### config.mk
export PLATFORM = sky130hd
export DESIGN_NAME = alu_multicycle
export DESIGN_NICKNAME = d
export VERILOG_FILES = /design/src/rtl/alu_multicycle.sv
export SDC_FILE = /design/constraint.sdc
export NUM_CORES = 2
export LEC_CHECK = 0
export CAP_MARGIN = 20
export CORE_UTILIZATION = 40
export CTS_BUF_LIST = sky130_fd_sc_hd__clkbuf_16
export DETAILED_ROUTE_END_ITERATION = 16
export GPL_ROUTABILITY_DRIVEN = 0
export PLACE_DENSITY = 0.63
export SLEW_MARGIN = 20
export SYNTH_ARGS = -nofsm -noshare
export SYNTH_HDL_FRONTEND = slang
export SYNTH_SLANG_ARGS = --single-unit
### constraint.sdc
create_clock -name clk -period 17.8 [get_ports clk]
set_clock_uncertainty 0.2 [all_clocks]
set_input_delay 1.78 -clock clk [delete_from_list [all_inputs] [get_ports clk]]
set_output_delay 1.78 -clock clk [all_outputs]
set_load 0.1 [all_outputs]
### src/rtl/alu_multicycle.sv
// alu_multicycle: handshaked EX-stage ALU with multi-cycle multiply and restoring divide
module alu_multicycle #(
  parameter int XLEN         = 32,
  parameter int MUL_LAT      = 2,
  parameter int TAG_W        = 5,
  parameter int DIV_FASTPATH = 1
) (
  input  logic             clk,
  input  logic             reset,
  input  logic             flush,
  input  logic             in_valid,
  output logic             in_ready,
  input  logic [4:0]       op,
  input  logic [XLEN-1:0]  a,
  input  logic [XLEN-1:0]  b,
  input  logic [TAG_W-1:0] in_tag,
  output logic             out_valid,
  input  logic             out_ready,
  output logic [XLEN-1:0]  result,
  output logic [TAG_W-1:0] out_tag,
  output logic             busy
);
  localparam int CMAX = XLEN > MUL_LAT ? XLEN : MUL_LAT;
  localparam int CW = $clog2(CMAX);
  localparam int SW = $clog2(XLEN);
  localparam logic [4:0] OP_ADD = 5'd0, OP_SUB = 5'd1, OP_SLL = 5'd2, OP_SLT = 5'd3,
    OP_SLTU = 5'd4, OP_XOR = 5'd5, OP_SRL = 5'd6, OP_SRA = 5'd7, OP_OR = 5'd8,
    OP_AND = 5'd9, OP_PASSB = 5'd10, OP_MULH = 5'd17, OP_MULHSU = 5'd18;
  localparam logic [XLEN-1:0] MIN_NEG = {1'b1, {(XLEN-1){1'b0}}};

  typedef enum logic [1:0] {IDLE, MUL, DIV, DONE} state_t;
  state_t state, state_n;

  logic [CW-1:0]     cnt;
  logic [1:0]        op_lo;
  logic [2*XLEN-1:0] prod, prod_in;
  logic [XLEN-1:0]   quo, rem, dv, nq, nr, ua, ub, alu_res, sp_val, div_res;
  logic [XLEN:0]     shifted, diff;
  logic              sp, sq, sr, acc, is_mul, is_div, sgn, ovf, sp_in, ge;
  logic [SW-1:0]     sh;

  function automatic logic [XLEN-1:0] pick(input logic [2*XLEN-1:0] p, input logic [1:0] o);
    return o == 2'b00 ? p[XLEN-1:0] : p[2*XLEN-1:XLEN];
  endfunction

  assign acc    = in_valid && in_ready;
  assign is_mul = op[4:2] == 3'b100;
  assign is_div = op[4:2] == 3'b101;
  assign sgn    = !op[0];
  assign sh     = b[SW-1:0];

  // single-cycle ALU result
  always_comb begin
    alu_res = '0;
    case (op)
      OP_ADD:   alu_res = a + b;
      OP_SUB:   alu_res = a - b;
      OP_SLL:   alu_res = a << sh;
      OP_SLT:   alu_res = {{(XLEN-1){1'b0}}, $signed(a) < $signed(b)};
      OP_SLTU:  alu_res = {{(XLEN-1){1'b0}}, a < b};
      OP_XOR:   alu_res = a ^ b;
      OP_SRL:   alu_res = a >> sh;
      OP_SRA:   alu_res = $signed(a) >>> sh;
      OP_OR:    alu_res = a | b;
      OP_AND:   alu_res = a & b;
      OP_PASSB: alu_res = b;
      default:  alu_res = '0;
    endcase
  end

  // full-width product with per-op operand signedness, divide operand magnitudes and special cases
  always_comb begin
    prod_in = {{XLEN{(op == OP_MULH || op == OP_MULHSU) & a[XLEN-1]}}, a}
            * {{XLEN{(op == OP_MULH) & b[XLEN-1]}}, b};
    ua      = sgn && a[XLEN-1] ? -a : a;
    ub      = sgn && b[XLEN-1] ? -b : b;
    ovf     = sgn && a == MIN_NEG && &b;
    sp_in   = b == '0 || ovf;
    sp_val  = op[1] ? (ovf ? '0 : a) : (ovf ? a : '1);
  end

  // one restoring-division step on magnitudes, then sign fix of the final values
  always_comb begin
    shifted = {rem, quo[XLEN-1]};
    diff    = shifted - {1'b0, dv};
    ge      = !diff[XLEN];
    nr      = ge ? diff[XLEN-1:0] : shifted[XLEN-1:0];
    nq      = {quo[XLEN-2:0], ge};
    div_res = op_lo[1] ? (sr ? -nr : nr) : (sq ? -nq : nq);
  end

  // state register
  always_ff @(posedge clk) begin
    if (reset) state <= IDLE;
    else state <= state_n;
  end

  // next-state logic
  always_comb begin
    state_n = state;
    if (flush) state_n = IDLE;
    else
      case (state)
        IDLE: state_n = !in_valid ? IDLE
                      : is_mul ? (MUL_LAT > 1 ? MUL : DONE)
                      : (is_div && !(DIV_FASTPATH != 0 && sp_in)) ? DIV : DONE;
        MUL:  state_n = cnt <= CW'(1) ? DONE : MUL;
        DIV:  state_n = cnt == '0 ? DONE : DIV;
        DONE: state_n = out_ready ? IDLE : DONE;
        default: state_n = IDLE;
      endcase
  end

  // handshake and status outputs
  always_comb begin
    in_ready  = state == IDLE && !flush;
    out_valid = state == DONE;
    busy      = state == MUL || state == DIV;
  end

  // operand capture, multiply countdown, division iteration and result register
  always_ff @(posedge clk) begin
    if (reset) begin
      result  <= '0;
      out_tag <= '0;
      cnt     <= '0;
      op_lo   <= '0;
      prod    <= '0;
      quo     <= '0;
      rem     <= '0;
      dv      <= '0;
      sp      <= 1'b0;
      sq      <= 1'b0;
      sr      <= 1'b0;
    end else if (acc) begin
      out_tag <= in_tag;
      op_lo   <= op[1:0];
      prod    <= prod_in;
      cnt     <= is_mul ? CW'(MUL_LAT - 1) : CW'(XLEN - 1);
      quo     <= ua;
      rem     <= '0;
      dv      <= ub;
      sp      <= sp_in;
      sq      <= sgn & (a[XLEN-1] ^ b[XLEN-1]);
      sr      <= sgn & a[XLEN-1];
      result  <= is_mul ? pick(prod_in, op[1:0]) : is_div ? sp_val : alu_res;
    end else if (state == MUL) begin
      cnt <= cnt - CW'(1);
      if (cnt <= CW'(1)) result <= pick(prod, op_lo);
    end else if (state == DIV) begin
      cnt <= cnt - CW'(1);
      quo <= nq;
      rem <= nr;
      if (cnt == '0) result <= sp ? result : div_res;
    end
  end
endmodule

* Word-level counts from Yosys, hierarchy flattened
Index checks and enable logic that the tools add are counted.
** Cells by class
- Magnitude comparators :: 3
- $add $sub $neg :: 8
- Multipliers :: 1
- Bitwise logic cells :: 9
- Shift operators :: 3
- Muxes and demuxes :: 34
- Equality and inequality tests :: 21
- Reduce and logical (&&, ||, !) cells :: 29
** Operators by type and width (number)
- $mux 32 :: 22
- $pmux 32 s11 :: 1
- $neg 32->32 :: 4
- $lt 32x32->1 :: 2
- $mul 33x33->64 :: 1
- $sub 33x32->33 :: 1
- $add 32x32->32 :: 1
- $and 32x32->32 :: 1
- $eq 32x32->1 const B :: 1
- $logic_not 32->1 :: 1
- $or 32x32->32 :: 1
- $reduce_and 32->1 :: 1
- $shl 32x5->32 :: 1
- $shr 32x5->32 :: 1
- $sshr 32x5->32 :: 1
- $sub 32x32->32 :: 1
- $xor 32x32->32 :: 1
- $eq 5x3->1 const B :: 4
- $mux 5 :: 4
- $eq 5x4->1 const B :: 3
- $eq 5x2->1 const B :: 2
- $eq 5x5->1 const B :: 2
- $logic_not 5->1 :: 2
- $mux 2 :: 4
- 23 further kinds :: 45
** Storage, ports and cells
- Word-level logic and storage cells :: 120
- Output and inout bits :: 40
- Register bits :: 209
- Input port bits :: 79

* Logic depth before layout (Yosys ltp)
- Depth after elaboration :: 10
- Mapped depth :: 37

* Worst setup path before layout
No wires, ideal clock.
- Path type :: input -> register
- From :: in b[2]
- To :: reg result[30]
- Stages on the path :: 36
- Data required time :: 17.473 ns
- Path slack :: 6.406 ns
- Path buffers :: 7
- Arrival time :: 11.067 ns
- Path through :: clkbuf_1 -> inv_1 -> clkbuf_1 -> buf_1 -> buf_1 -> clkbuf_1 -> buf_1 -> nor2_1 -> fa_1 -> inv_1 -> fa_1 -> inv_1 -> fa_1 -> fa_1 -> inv_1 -> fa_1 -> inv_1 -> fa_1 -> inv_1 -> fa_1 -> inv_1 -> fa_1 -> ha_1 -> clkbuf_1 -> and3_1 -> nand4_1 -> or2_2 -> nor4b_1 -> o2111ai_1 -> a31oi_1 -> nand3_1 -> a31oi_1 -> nor2_1 -> or3b_1 -> a311o_1 -> or3_1
** On the way
- Word-level cells in the longest chain between the ends :: 7
** Ends and longest elaborated chain
- from (decl) :: RTL line 15 : input logic [XLEN-1:0] b,
- branches (longest 5 deep; another with $mul 33x33->64)
- $mux 32 * :: RTL line 146 : result <= is_mul ? pick(prod_in, op[1:0]) : is_div ? sp_val : alu_res;
- $mux 32 * :: RTL line 135 : end else if (acc) begin
- to (signal assigned) :: RTL line 146
- to (signal assigned) :: RTL line 149 : if (cnt <= CW'(1)) result <= pick(prod, op_lo);
- to (signal assigned) :: RTL line 154 : if (cnt == '0) result <= sp ? result : div_res;
- to (decl) :: RTL line 19 : output logic [XLEN-1:0] result,
Every way passes the cells marked *.
A chain may end at the register's enable or synchronous reset.

* Worst setup path in the final report
- From :: in op[1]
- To :: reg result[30]
** On the way
- Word-level cells in the longest chain between the ends :: 7
** Ends and longest elaborated chain
- from (decl) :: RTL line 13 : input logic [4:0] op,
- $eq 5x5->1, on equally long branches :: RTL line 73, 74
- $logic_or 1x1->1 :: RTL line 73 : prod_in = {{XLEN{(op == OP_MULH || op == OP_MULHSU) & a[XLEN-1]}}, a}
- $and 1x1->1 :: RTL line 73
- $mul 33x33->64 :: RTL line 74 : * {{XLEN{(op == OP_MULH) & b[XLEN-1]}}, b};
- $mux 32 :: RTL line 43 : return o == 2'b00 ? p[XLEN-1:0] : p[2*XLEN-1:XLEN];
- $mux 32 * :: RTL line 146
- $mux 32 * :: RTL line 135
Mark *: on every way between the ends. The rest lies on a longest branch, timed or not.

==> run metrics <==
status complete, no violations; port bufs 118; # hold bufs at CTS 0; H-tree levels 1; Syn Area/Cell 7.956 µm²; post-synthesis net count 9085; reg2reg setup slack 11.34 ns; Tot GR Track Use 0.3320; kind of end point of the critical path flip-flop; post-CTS setup buffers 0; Post-DRT Antenna Nets 0; synthesis-to-finish area growth 6.182%; Cell Rows 141; layout cells sized above 1 0.04422; Hold WC Path Type reg -> reg; worst-path fanout max 25; vias in the first global route 56450; CP endpoint result[30]; WS Path Type in -> reg; r2r endpoint result[28]; Final period util 0.7155; final non-filler cell total 9289; via count between 50000 and 60000; Peak Freq 78.52 MHz; Seq/Total Area, Yosys 0.06989; Setup TNS 0 ns; Slowest-stage cell, CP fa_1; Clock Path Buffers 3; critical path data required time 18.09 ns; I/O Pins approximately 120; Vias/cell between 6 and 7; Ys Warns 0; worst slack at placement 4.743 ns; final setup violation count 0; Final WS setup 5.064 ns; Clock Pin Slew Worst Setup and Hold Paths 0.06 ns; Slew Viols, Final 0; max incr delay on CP 0.81 ns; synthesis-stage register bit count about 210; fin util 0.4290; Tmin final 12.74 ns; Initial Utilization 0.4040; reg2reg path depth 25; most used cell, CP fa_1; EDFF count, synth 0; CTS Buf Count 25; filler instances 14910; RSZ-0062 raised after global routing false; # nets final 8893; core area 148200 µm²; router iterations before antenna repair 14; largest net degree at the start of global routing 87; drc violations 0; Final Hold Fails 0; Synth async-reset ratio 0; Max Cap Viol 0; WP data arrival between 10 and 15 ns; DIE AREA between 150000 and 200000 µm²; Mapped Area roughly 60000 µm²; Worst setup SP type input port; CTS resizes 0; Synth cell types 99; Iter 0 DRT Violations 7719; TritonCTS clock tree yes; CTS root buf clkbuf_16; Main synth FF type dfxtp_1; slew margin rel. 0.1016; worst reg2reg startpoint quo[31]; CP startpoint op[1]; grt total ovfl 0; wire length per cell between 20 and 30 µm; Skew-Pair Late Insertion Delay ~0.55 ns; initial antenna violation count 12; post-synthesis cell count roughly 7500; Routed WL 251600 µm; Detailed Place HPWL 188700 µm; chip width 388.9 µm; placed insts 9232; first-pass GRT wire length 373600 µm; Worst Tran Pin Value between 1 and 1.5 ns; clk sinks 209; Die Y-Extent 388.9 µm
==> cell families (layout without fill, tap and decap cells) <==
group / count (synthesis) / after routing / share of synthesized area
muxes: 141 / 141 / 0.02644
adders and majority gates: 1483 / 1483 / 0.4513
xor gates and xnor gates: 214 / 214 / 0.03131
DFF: 209 / 209 / 0.06989
and+or+nand+nor: 2292 / 2292 / 0.1592
other: 0 / 9 / 0
buffers and inverters: 1833 / 1658 / 0.1155
AOI/OAI and AO/OA: 1353 / 1353 / 0.1464
==> worst min path at each step <==
stage / cells past startpoint / end / slack, ns / from
after floorplan: 2 / prod[53] / 0.23 / prod[53]
after global placement: 2 / out_tag[4] / 0.24 / out_tag[4]
after detailed placement: 2 / prod[62] / 0.25 / prod[62]
after CTS: 2 / prod[8] / 0.25 / prod[8]
after global routing: 2 / prod[41] / 0.27 / prod[41]
final: 2 / prod[36] / 0.25 / prod[36]
==> cell type report <==
type | count | area, µm² | share of cell area
clock inverters | 19 | 140.1 | 0.002205
clock buffers | 25 | 625.6 | 0.009842
multi-input cells | 5483 | 48890 | 0.7691
well taps | 1930 | 2415 | 0.03799
repair buffers | 272 | 2256 | 0.03549
inverters | 1342 | 5037 | 0.07924
diodes | 9 | 22.52 | 0.0003543
flip-flops and latches | 209 | 4184 | 0.06582
==> cells in the mapped netlist (15+ instances only) <==
| library cell | count | share of area |
|---|---|---|
| nor3_1 | 60 | 0.0050 |
| o21ai_0 | 313 | 0.026 |
| mux2i_1 | 118 | 0.020 |
| o22ai_1 | 25 | 0.0026 |
| a31oi_1 | 69 | 0.0072 |
| o41ai_1 | 15 | 0.0022 |
| clkbuf_1 | 357 | 0.022 |
| o21bai_1 | 25 | 0.0031 |
| nor4_1 | 32 | 0.0033 |
| o2111ai_1 | 16 | 0.0023 |
| nor2b_1 | 18 | 0.0019 |
| buf_1 | 115 | 0.0072 |
| ha_1 | 353 | 0.074 |
| a221o_1 | 22 | 0.0037 |
| o221ai_1 | 19 | 0.0028 |
| dfxtp_1 | 209 | 0.070 |
| a311oi_1 | 18 | 0.0026 |
| o31ai_1 | 32 | 0.0040 |
| o211ai_1 | 37 | 0.0046 |
| a211oi_1 | 128 | 0.016 |
| nand3_1 | 72 | 0.0060 |
| a21oi_1 | 363 | 0.030 |
| a22oi_1 | 21 | 0.0026 |
| or3_1 | 20 | 0.0021 |
| inv_1 | 1325 | 0.083 |
| a211o_1 | 20 | 0.0029 |
| and3_1 | 28 | 0.0029 |
| o21a_1 | 33 | 0.0041 |
| nand2b_1 | 48 | 0.0050 |
| or2_2 | 16 | 0.0017 |
| nor2_1 | 815 | 0.051 |
| fa_1 | 1128 | 0.38 |
| a221oi_1 | 38 | 0.0056 |
| xnor2_1 | 161 | 0.024 |
| a21o_1 | 41 | 0.0051 |
| nand2_1 | 1085 | 0.068 |
| nand4_1 | 43 | 0.0045 |
| xor2_1 | 53 | 0.0078 |
==> metal layers <==
layer,vias up,wire [µm],GRT usage
met3,956,35750,0.1246
met5,-,169,0.006380
met1,27760,93270,0.4178
met2,3836,103100,0.4849
li1,23500,-,-
met4,8,19280,0.1921
==> stage by stage <==
step / cell area [µm²] / hold WS [ns]
CTS: 63410 / 0.2546
finish: 63570 / 0.2545
detailed placement: 62640 / 0.2464
global placement: 62610 / 0.2423
global route: 63550 / 0.2659
floorplan: 59870 / 0.2315
==> cell usage in the layout (no fill, tap or decap), types with 26 or more instances in the layout <==
cell	instances
buf_4	152
o31ai_1	31
nor4_1	32
ha_1	351
o21a_1	33
a21oi_1	361
a31oi_1	69
o21ai_0	313
mux2i_1	118
nand4_1	43
and3_1	28
nand2b_1	48
xor2_1	52
a21o_1	41
o211ai_1	37
inv_1	1327
a211oi_1	128
nor3_1	60
a221oi_1	38
clkdlybuf4s50_1	86
buf_2	27
fa_1	1127
clkbuf_16	26
xnor2_1	154
nand3_1	72
nor2_1	809
nand2_1	1084
dfxtp_1	209
==> registers in the layout (all words and copies together), names as in the netlist <==
name	flops
quo	32
prod	64
sq	1
sp	1
state	2
rem	32
dv	32
op_lo	2
out_tag	5
sr	1
result	32
cnt	5
==> critical path: cells and delay by family <==
| kind | cells | cell delay [ns] |
|---|---|---|
| fa+ha+maj | 9 | 4.97 |
| simple gates | 9 | 1.99 |
| buf+inv | 10 | 2.42 |
| compound gates | 6 | 1.84 |
Power is left out: the tool's default activity adds up to more than one toggle a clock period on the data nets, which glitch-free logic cannot reach.
